==> config.mk <==
export PLATFORM = sky130hd
export DESIGN_NAME = perceptron_trainer_flat
export DESIGN_NICKNAME = d
export VERILOG_FILES = /design/src/rtl/perceptron_trainer_if.sv /design/src/rtl/perceptron_trainer.sv /design/src/flat_wrapper.sv
export SDC_FILE = /design/constraint.sdc
export NUM_CORES = 1
export LEC_CHECK = 0
export BUFFER_PORTS_ARGS = -buffer_cell sky130_fd_sc_hd__buf_2
export CAP_MARGIN = 0
export CORE_MARGIN = 1
export CORE_UTILIZATION = 50
export DETAILED_ROUTE_END_ITERATION = 7
export GPL_TIMING_DRIVEN = 0
export PLACE_DENSITY = 0.66
export SETUP_SLACK_MARGIN = 0.5
export SYNTH_ARGS = -nofsm -noshare
export SYNTH_HDL_FRONTEND = slang
export SYNTH_SLANG_ARGS = --single-unit
==> constraint.sdc <==
create_clock -name clk -period 17.98 [get_ports clk]
set_input_delay 0.899 -clock clk [delete_from_list [all_inputs] [get_ports clk]]
set_output_delay 0.899 -clock clk [all_outputs]
set_load 0.05 [all_outputs]
==> src/rtl/perceptron_trainer_if.sv <==
// perceptron_trainer_if: sample handshake and learned-weight export bus of the perceptron trainer.
interface perceptron_trainer_if #(parameter int WW = 8);
    logic in_valid, in_ready, target, res_valid, y_pred, mistake, converged;
    logic [3:0] x0, x1;
    logic signed [WW-1:0] w0, w1, bias;
    logic [7:0] err_cnt;
    modport master (
        output in_valid, x0, x1, target,
        input in_ready, w0, w1, bias, res_valid, y_pred, mistake, err_cnt, converged
    );
    modport slave (
        input in_valid, x0, x1, target,
        output in_ready, w0, w1, bias, res_valid, y_pred, mistake, err_cnt, converged
    );
endinterface

==> src/rtl/perceptron_trainer.sv <==
// perceptron_trainer: online 2-input perceptron-rule trainer (IDLE/EVAL/UPDATE per sample).
// Define PERCEPTRON_TRAINER_SAT_EN to clamp weight updates instead of wrapping them.
module perceptron_trainer #(
    parameter int WW = 8,
    parameter int THRESH = 0,
    parameter logic signed [WW-1:0] W0_INIT = '0,
    parameter logic signed [WW-1:0] W1_INIT = '0,
    parameter logic signed [WW-1:0] BIAS_INIT = '0,
    parameter int CONV_RUN = 8
) (
    input logic clk,
    input logic rst_n,
    input logic clear,
    perceptron_trainer_if.slave bus
);
    localparam int SW = WW + 6;
    localparam int EW = WW + 5;
    localparam logic signed [SW-1:0] TH = SW'(THRESH);
    localparam logic [7:0] CR = 8'(CONV_RUN);
`ifdef PERCEPTRON_TRAINER_SAT_EN
    localparam logic signed [WW-1:0] WMAX = {1'b0, {(WW-1){1'b1}}};
    localparam logic signed [WW-1:0] WMIN = {1'b1, {(WW-1){1'b0}}};
`endif
    typedef enum logic [1:0] {IDLE, EVAL, UPDATE} state_t;
    state_t state, state_nx;
    logic [3:0] xl0, xl1;
    logic tl, y_q, mistake_q, res_q, y, up, dn;
    logic signed [WW-1:0] w0_q, w1_q, bias_q;
    logic [7:0] err_q, run_q;
    logic signed [SW-1:0] sum;
    // Products stay exact: zero-extended x is at most 15, so WW+6 bits cannot overflow.
    assign sum = SW'(w0_q) * SW'($signed({1'b0, xl0}))
               + SW'(w1_q) * SW'($signed({1'b0, xl1}))
               + SW'(bias_q);
    assign y = sum > TH;
    assign up = mistake_q & tl;
    assign dn = mistake_q & ~tl;
    function automatic logic signed [WW-1:0] step(input logic signed [WW-1:0] w, input logic [3:0] x);
        logic signed [EW-1:0] d, s;
        d = EW'($signed({1'b0, x}));
        s = EW'(w) + (up ? d : dn ? -d : '0);
`ifdef PERCEPTRON_TRAINER_SAT_EN
        return s > EW'(WMAX) ? WMAX : s < EW'(WMIN) ? WMIN : s[WW-1:0];
`else
        return s[WW-1:0];
`endif
    endfunction
    always_ff @(posedge clk or negedge rst_n)
        if (!rst_n) state <= IDLE;
        else state <= state_nx;
    always_comb begin
        state_nx = state;
        if (clear) state_nx = IDLE;
        else if (state == IDLE) state_nx = bus.in_valid ? EVAL : IDLE;
        else if (state == EVAL) state_nx = UPDATE;
        else state_nx = IDLE;
    end
    always_ff @(posedge clk or negedge rst_n)
        if (!rst_n) begin
            xl0 <= '0;
            xl1 <= '0;
            tl <= 1'b0;
            y_q <= 1'b0;
            mistake_q <= 1'b0;
            res_q <= 1'b0;
            w0_q <= W0_INIT;
            w1_q <= W1_INIT;
            bias_q <= BIAS_INIT;
            err_q <= '0;
            run_q <= '0;
        end else if (clear) begin
            res_q <= 1'b0;
            w0_q <= W0_INIT;
            w1_q <= W1_INIT;
            bias_q <= BIAS_INIT;
            err_q <= '0;
            run_q <= '0;
        end else begin
            res_q <= state == UPDATE;
            if (state == IDLE && bus.in_valid) begin
                xl0 <= bus.x0;
                xl1 <= bus.x1;
                tl <= bus.target;
            end
            if (state == EVAL) begin
                y_q <= y;
                mistake_q <= y != tl;
            end
            if (state == UPDATE) begin
                w0_q <= step(w0_q, xl0);
                w1_q <= step(w1_q, xl1);
                bias_q <= step(bias_q, 4'd1);
                err_q <= mistake_q && err_q != 8'hFF ? err_q + 8'd1 : err_q;
                run_q <= mistake_q ? '0 : run_q == CR ? CR : run_q + 8'd1;
            end
        end
    assign bus.in_ready = state == IDLE;
    assign bus.w0 = w0_q;
    assign bus.w1 = w1_q;
    assign bus.bias = bias_q;
    assign bus.res_valid = res_q;
    assign bus.y_pred = y_q;
    assign bus.mistake = mistake_q;
    assign bus.err_cnt = err_q;
    assign bus.converged = run_q == CR;
endmodule

==> src/flat_wrapper.sv <==
// flat-port wrapper written by rule: the top's interface ports become plain ports
module perceptron_trainer_flat 
#(
    parameter int WW = 8,
    parameter int THRESH = 0,
    parameter logic signed [WW-1:0] W0_INIT = '0,
    parameter logic signed [WW-1:0] W1_INIT = '0,
    parameter logic signed [WW-1:0] BIAS_INIT = '0,
    parameter int CONV_RUN = 8
)
  (clk, rst_n, clear, bus_in_valid, bus_x0, bus_x1, bus_target, bus_in_ready, bus_w0, bus_w1, bus_bias, bus_res_valid, bus_y_pred, bus_mistake, bus_err_cnt, bus_converged);
  perceptron_trainer_if #(.WW(WW)) bus_i ();
  input logic clk;
  input logic rst_n;
  input logic clear;
  input wire logic [$bits(bus_i.in_valid)-1:0] bus_in_valid;
  input wire logic [$bits(bus_i.x0)-1:0] bus_x0;
  input wire logic [$bits(bus_i.x1)-1:0] bus_x1;
  input wire logic [$bits(bus_i.target)-1:0] bus_target;
  output wire logic [$bits(bus_i.in_ready)-1:0] bus_in_ready;
  output wire logic [$bits(bus_i.w0)-1:0] bus_w0;
  output wire logic [$bits(bus_i.w1)-1:0] bus_w1;
  output wire logic [$bits(bus_i.bias)-1:0] bus_bias;
  output wire logic [$bits(bus_i.res_valid)-1:0] bus_res_valid;
  output wire logic [$bits(bus_i.y_pred)-1:0] bus_y_pred;
  output wire logic [$bits(bus_i.mistake)-1:0] bus_mistake;
  output wire logic [$bits(bus_i.err_cnt)-1:0] bus_err_cnt;
  output wire logic [$bits(bus_i.converged)-1:0] bus_converged;
  assign bus_i.in_valid = bus_in_valid;
  assign bus_i.x0 = bus_x0;
  assign bus_i.x1 = bus_x1;
  assign bus_i.target = bus_target;
  assign bus_in_ready = bus_i.in_ready;
  assign bus_w0 = bus_i.w0;
  assign bus_w1 = bus_i.w1;
  assign bus_bias = bus_i.bias;
  assign bus_res_valid = bus_i.res_valid;
  assign bus_y_pred = bus_i.y_pred;
  assign bus_mistake = bus_i.mistake;
  assign bus_err_cnt = bus_i.err_cnt;
  assign bus_converged = bus_i.converged;
  perceptron_trainer #(.WW(WW), .THRESH(THRESH), .W0_INIT(W0_INIT), .W1_INIT(W1_INIT), .BIAS_INIT(BIAS_INIT), .CONV_RUN(CONV_RUN)) u_core (.clk(clk), .rst_n(rst_n), .clear(clear), .bus(bus_i));
endmodule
* Word-level counts from Yosys, hierarchy flattened
Cells that the tools add are included.
** Operators by class
- Add/sub/neg operators :: 9
- Multipliers :: 2
- $lt $le $gt $ge :: 1
- Equality and inequality tests :: 5
- Mux-type cells :: 24
- Bitwise operators :: 4
- Reductions and logical operators :: 8
** Operator list (number)
- $mux 8 :: 19
- $mul 8x5->13 :: 2
- $add 8x8->8 :: 3
- $add 8x1->8 const B :: 2
- $neg 4->8 :: 2
- $add 14x14->14 :: 1
- $add 14x8->14 :: 1
- $gt 14x1->1 const B :: 1
- $eq 8x4->1 const B :: 1
- $ne 8x8->1 const B :: 1
- $mux 2 :: 3
- $reduce_and 2->1 :: 3
- $reduce_bool 2->1 :: 2
- $and 1x1->1 :: 2
- $eq 2x1->1 const B :: 1
- $eq 2x2->1 const B :: 1
- $logic_and 1x1->1 :: 2
- $logic_not 2->1 :: 1
- $mux 1 :: 2
- $not 1->1 :: 2
- $ne 1x1->1 :: 1
** Storage, ports and cells
- Bits in registers :: 54
- Bits of input ports :: 13
- Output and inout port bits :: 37
- Logic and storage cells :: 65

* Logic depth before layout (Yosys ltp)
- Depth in word-level cells :: 7
- Gate-level depth with buffers :: 28

* Worst setup path before layout
OpenSTA, ideal clock, no wires.
- Path type :: reg2reg
- Start :: register u_core.w1_q[1] (netlist: u_core.bus.w1[1])
- End :: register u_core.mistake_q (netlist: u_core.bus.mistake)
- Setup time :: 0.125 ns
- Arrival time :: 6.047 ns
- Required time :: 17.855 ns
- Setup slack :: 11.808 ns
- Stages on the path, launching flop included :: 27
- Buffers on the path :: 0
- Cell sequence :: dfrtp_1 -> inv_1 -> nor2_1 -> ha_1 -> inv_1 -> fa_1 -> fa_1 -> inv_1 -> ha_1 -> a21oi_1 -> o21bai_1 -> a21oi_1 -> o21ai_0 -> a21o_1 -> a21oi_1 -> xor2_1 -> fa_1 -> inv_1 -> ha_1 -> inv_1 -> a2111oi_2 -> o211ai_1 -> a2111oi_2 -> o21ai_1 -> o41ai_2 -> xnor2_1 -> mux2_4
** Between the ends
- Cells in the longest elaborated chain, start to end :: 5
** RTL lines
- start: declaration :: RTL line perceptron_trainer.sv:28 : logic signed [WW-1:0] w0_q, w1_q, bias_q;
- start signal: assignment :: RTL line perceptron_trainer.sv:91 : w1_q <= step(w1_q, xl1);
- $mul 8x5->13 :: RTL line perceptron_trainer.sv:33 : + SW'(w1_q) * SW'($signed({1'b0, xl1}))
- $add 14x14->14 :: RTL line perceptron_trainer.sv:33
- $add 14x8->14 :: RTL line perceptron_trainer.sv:34 : + SW'(bias_q);
- $gt 14x1->1 :: RTL line perceptron_trainer.sv:35 : assign y = sum > TH;
- $ne 1x1->1 :: RTL line perceptron_trainer.sv:87 : mistake_q <= y != tl;
- end signal: assignment :: RTL line perceptron_trainer.sv:87
- end: declaration :: RTL line perceptron_trainer.sv:27 : logic tl, y_q, mistake_q, res_q, y, up, dn;
No other way between the ends.
A chain may end at the register's enable or synchronous reset.

* Worst setup path in the final report
- Start :: register u_core.xl1[2]
- End :: register u_core.mistake_q (netlist: u_core.bus.mistake)
** Between the ends
- Cells in the longest elaborated chain, start to end :: 5
** RTL lines
- start: declaration :: RTL line perceptron_trainer.sv:26 : logic [3:0] xl0, xl1;
- start signal: assignment :: RTL line perceptron_trainer.sv:82 : xl1 <= bus.x1;
- $mul 8x5->13 :: RTL line perceptron_trainer.sv:33
- $add 14x14->14 :: RTL line perceptron_trainer.sv:33
- $add 14x8->14 :: RTL line perceptron_trainer.sv:34
- $gt 14x1->1 :: RTL line perceptron_trainer.sv:35
- $ne 1x1->1 :: RTL line perceptron_trainer.sv:87
No other way between the ends.

==> summary.md <==
| Metric | Value |
|---|---|
| Period minus WS final | `6.932 ns` |
| Post-synth ARST share | `100.0%` |
| CP Launch Type | `register` |
| Yosys cell types | `54` |
| Reg-to-reg setup timing slack | `11.05 ns` |
| Max Freq | `144.3 MHz` |
| Critical path type | `reg -> reg` |
| Clk_skew | `0.008364 ns` |
| RSZ-0062 raised after global routing | `no` |
| CP most frequent cell | `inv_1` |
| Ranking of synthesized cells by area | `dfrtp_1 (20%), ha_1 (16%), fa_1 (15%)` |
| PostCTS Resize Cnt | `0` |
| Final Hold Vio Count | `0` |
| Cell taking the most area after synthesis | `dfrtp_1` |
| DIE HEIGHT | `117.6 µm` |
| TNS Setup | `0 ns` |
| DP HPWL | `11.94 mm` |
| Setup-failing EPs final | `0` |
| CP max stage delay | `0.54 ns` |
| Avg Inst Size Synth | `8.593 µm²` |
| Synth Instances | `777` |
| MaxCap Viol Count | `0` |
| Num rows | `41` |
| Hold WC Path Type | `reg -> reg` |
| R2R Path End | `u_core.bus.mistake$_DFFE_PN0P_` |
| Outcome | `complete, no violations` |
| Area growth syn-to-layout | `9.220%` |
| Main synth FF type | `dfrtp_1` |
| Critical path capture point type | `register` |
| Power density over cell area | `57.53 nW/µm²` |
| Worst-skew pair later-pin latency | `0.29 ns` |
| First-pass GRT wire length | `25.27 mm` |
| Crit path to | `u_core.bus.mistake$_DFFE_PN0P_` |
| Placeable Area | `12820 µm²` |
| TritonCTS Sinks | `54` |
| Worst slew margin | `53.15%` |
| Global placement routability congestion | `0.8946` |
| Net Count, Synth | `929` |
| Tcrit/Tclk final | `38.55%` |
| Initial core utilization | `52.06%` |
| Reg-to-Reg Start | `u_core.xl1[2]$_DFFE_PN0P_` |
| Final ANT Viol Nets | `0` |
| Final WL | `14.73 mm` |
| Vias per inst | `5.334` |
| CTS root buf | `clkbuf_16` |
| Via Count | `5361` |
| DR iter-0 viols | `234` |
| FF+latch count, synth | `54` |
| Antenna diodes | `0` |
| R2R cell count | `26` |
| PortBufs | `49` |
| Yosys top cell area share | `20.24%` |
| Yosys warnings | `0` |
| CTS Buf Count | `5` |
| Worst Max-Slew Pin Slew | `0.7027 ns` |
| Layout cells sized above 1 | `8.764%` |
| H-tree levels | `2` |
| Pleak | `3.935 nW` |
| Initial antenna violation count | `0` |
| CTS tree | `done` |
| Largest net degree at the start of global routing | `55` |
| FILL cells | `1228` |
| Final max-slew violation count | `0` |
| Wire length per cell | `14.65 µm` |
| CTS Buffer Depth | `2` |
| Gr ovfl total | `0` |
| Total GRT Usage | `22.28%` |
| Final core occ | `56.86%` |
| WP data required | `18.15 ns` |
| CP arrival | `7.11 ns` |
| Clk slew on worst S/H paths | `0.07 ns` |
| Net count, final | `986` |
| Die span in x | `117.6 µm` |
| Die area | `13820 µm²` |
| # IOs | `50` |
| Setup bufs post-CTS | `0` |
| Crit path launch | `u_core.xl1[2]$_DFFE_PN0P_` |
| Count of hold-fix buffers inserted at cts | `0` |
| Drt first pass iters | `4` |
| Number of global-route vias before repair | `5519` |
| Area of the mapped netlist | `6676 µm²` |
| Slowest cell on the critical path | `fa_1` |
| Worst vdd ir | `0.00007911 V` |
| Crit path max fanout | `10` |
| Total Power | `0.0004195 W` |
| Drc violations | `0` |
| Post-synth EDFFs | `0` |
| Post-synthesis sequential area ratio | `20.24%` |
[report_power, final]
group | switching, W | internal, W
clock network | 0.0000430 | 0.0000540
registers | 0.0000111 | 0.000130
logic | 0.000112 | 0.0000697
total | 0.000166 | 0.000254
[worst max-delay path, delay by kind of cell, from the launching register on]
| kind | cells | cell delay (ns) |
|---|---|---|
| muxes | 1 | 0.27 |
| and+or+nand+nor | 1 | 0.20 |
| DFF | 1 | 0.41 |
| xor gates and xnor gates | 2 | 0.27 |
| adders and majority gates | 6 | 2.52 |
| buffers and inverters | 5 | 0.47 |
| AOI/OAI and AO/OA | 11 | 2.65 |
[cell usage after synthesis (all sizes together), types with 4 or more instances]
library cell  count
o21ai            33
nor2b            14
a2111oi           4
dfrtp            54
a21oi            51
fa               51
o31ai             5
mux2i             5
nor2             58
inv             118
o41ai             6
o21a              7
mux2              6
or3               7
nand2            70
a211oi            4
xor2             22
ha               88
clkbuf           18
nand2b            7
o21bai            4
nor3             12
nand3            11
a21o             14
xnor2            33
and2             47
[how the worst min path moves through the flow]
| stage | from | end | slack [ns] | cells after the start |
|---|---|---|---|---|
| after floorplan | u_core.run_q[7]$_DFFE_PN0P_ | u_core.run_q[7]$_DFFE_PN0P_ | 0.44 | 1 |
| after global placement | u_core.run_q[7]$_DFFE_PN0P_ | u_core.run_q[7]$_DFFE_PN0P_ | 0.47 | 1 |
| after detailed placement | u_core.bus.y_pred$_DFFE_PN0P_ | u_core.bus.y_pred$_DFFE_PN0P_ | 0.48 | 2 |
| after CTS | u_core.run_q[7]$_DFFE_PN0P_ | u_core.run_q[7]$_DFFE_PN0P_ | 0.50 | 1 |
| after global routing | u_core.run_q[7]$_DFFE_PN0P_ | u_core.run_q[7]$_DFFE_PN0P_ | 0.52 | 1 |
| final | u_core.run_q[7]$_DFFE_PN0P_ | u_core.run_q[7]$_DFFE_PN0P_ | 0.49 | 1 |
[state kept, by name, summed over array words and instances (netlist names)]
register	count
u_core.bus.y_pred	1
u_core.bus.w1	8
u_core.xl0	4
u_core.bus.err_cnt	8
u_core.tl	1
u_core.bus.mistake	1
u_core.bus.res_valid	1
u_core.run_q	8
u_core.bus.bias	8
u_core.state	2
u_core.xl1	4
u_core.bus.w0	8
[kinds of logic (layout without fill, tap and decap cells)]
kind of cell	Yosys count	after routing	synth area share (%)
XOR/XNOR	55	55	7.215
AND/OR/NAND/NOR	241	241	17.56
adder cells (fa/ha/maj)	139	139	31.78
multiplexers	11	11	1.818
flip-flops	54	54	20.24
AO/OA/AOI/OAI	138	138	13.53
buffers and inverters	139	195	7.852
[cell usage in the layout, fill, tap and decap left out, types with 3 or more instances in the layout]
| cell type | count |
|---|---|
| nand3_1 | 11 |
| clkbuf_16 | 5 |
| fa_1 | 51 |
| clkbuf_1 | 18 |
| o31ai_1 | 4 |
| o21a_1 | 6 |
| and3_1 | 3 |
| o21ai_0 | 30 |
| o21bai_1 | 3 |
| nor2b_1 | 14 |
| a211oi_1 | 3 |
| a21oi_1 | 51 |
| o41ai_1 | 5 |
| dfrtp_1 | 54 |
| nor4_1 | 3 |
| xor2_1 | 22 |
| buf_2 | 50 |
| a21o_1 | 14 |
| mux2_2 | 5 |
| nand4_1 | 3 |
| mux2i_1 | 5 |
| nor2_1 | 58 |
| and2_1 | 47 |
| or3_1 | 7 |
| o21ai_1 | 3 |
| nand2b_1 | 7 |
| nor3_1 | 12 |
| nand2_1 | 70 |
| ha_1 | 88 |
| inv_1 | 118 |
| xnor2_1 | 33 |
[layer usage]
| layer | vias up | part of all wire (%) | GRT usage [%] | wire length, µm |
|---|---|---|---|---|
| met5 | - | 0 | 0 | 0 |
| met4 | 0 | 2.3 | 6.971 | 340 |
| met3 | 24 | 2.6 | 2.035 | 389 |
| met2 | 80 | 50 | 39.68 | 7407 |
| met1 | 2598 | 45 | 28.47 | 6591 |
| li1 | 2659 | - | - | - |
[stage by stage]
stage / worst slack [ns] / cells / instance area (µm²) / hold slack, ns
5_1_grt: 10.56 / 1005 / 7292 / 0.5156
4_1_cts: 11.07 / 1005 / 7289 / 0.4961
6_report: 11.05 / 1005 / 7292 / 0.4904
3_5_place_dp: 11.12 / 999 / 7151 / 0.4759
3_3_place_gp: 11.21 / 998 / 7137 / 0.4706
2_1_floorplan: 11.81 / 777 / 6676 / 0.4408
[area by class of cell]
type,instances,area (µm²),area share (%)
Clock buffer,6,138.9,1.905
Buffer,21,81.33,1.115
Inverter,118,442.9,6.074
Tap cell,172,215.2,2.951
Sequential cell,54,1351,18.53
Timing Repair Buffer,50,255.2,3.500
Multi-Input combinational cell,584,4807,65.92
Power figures use the tool's default switching activity.
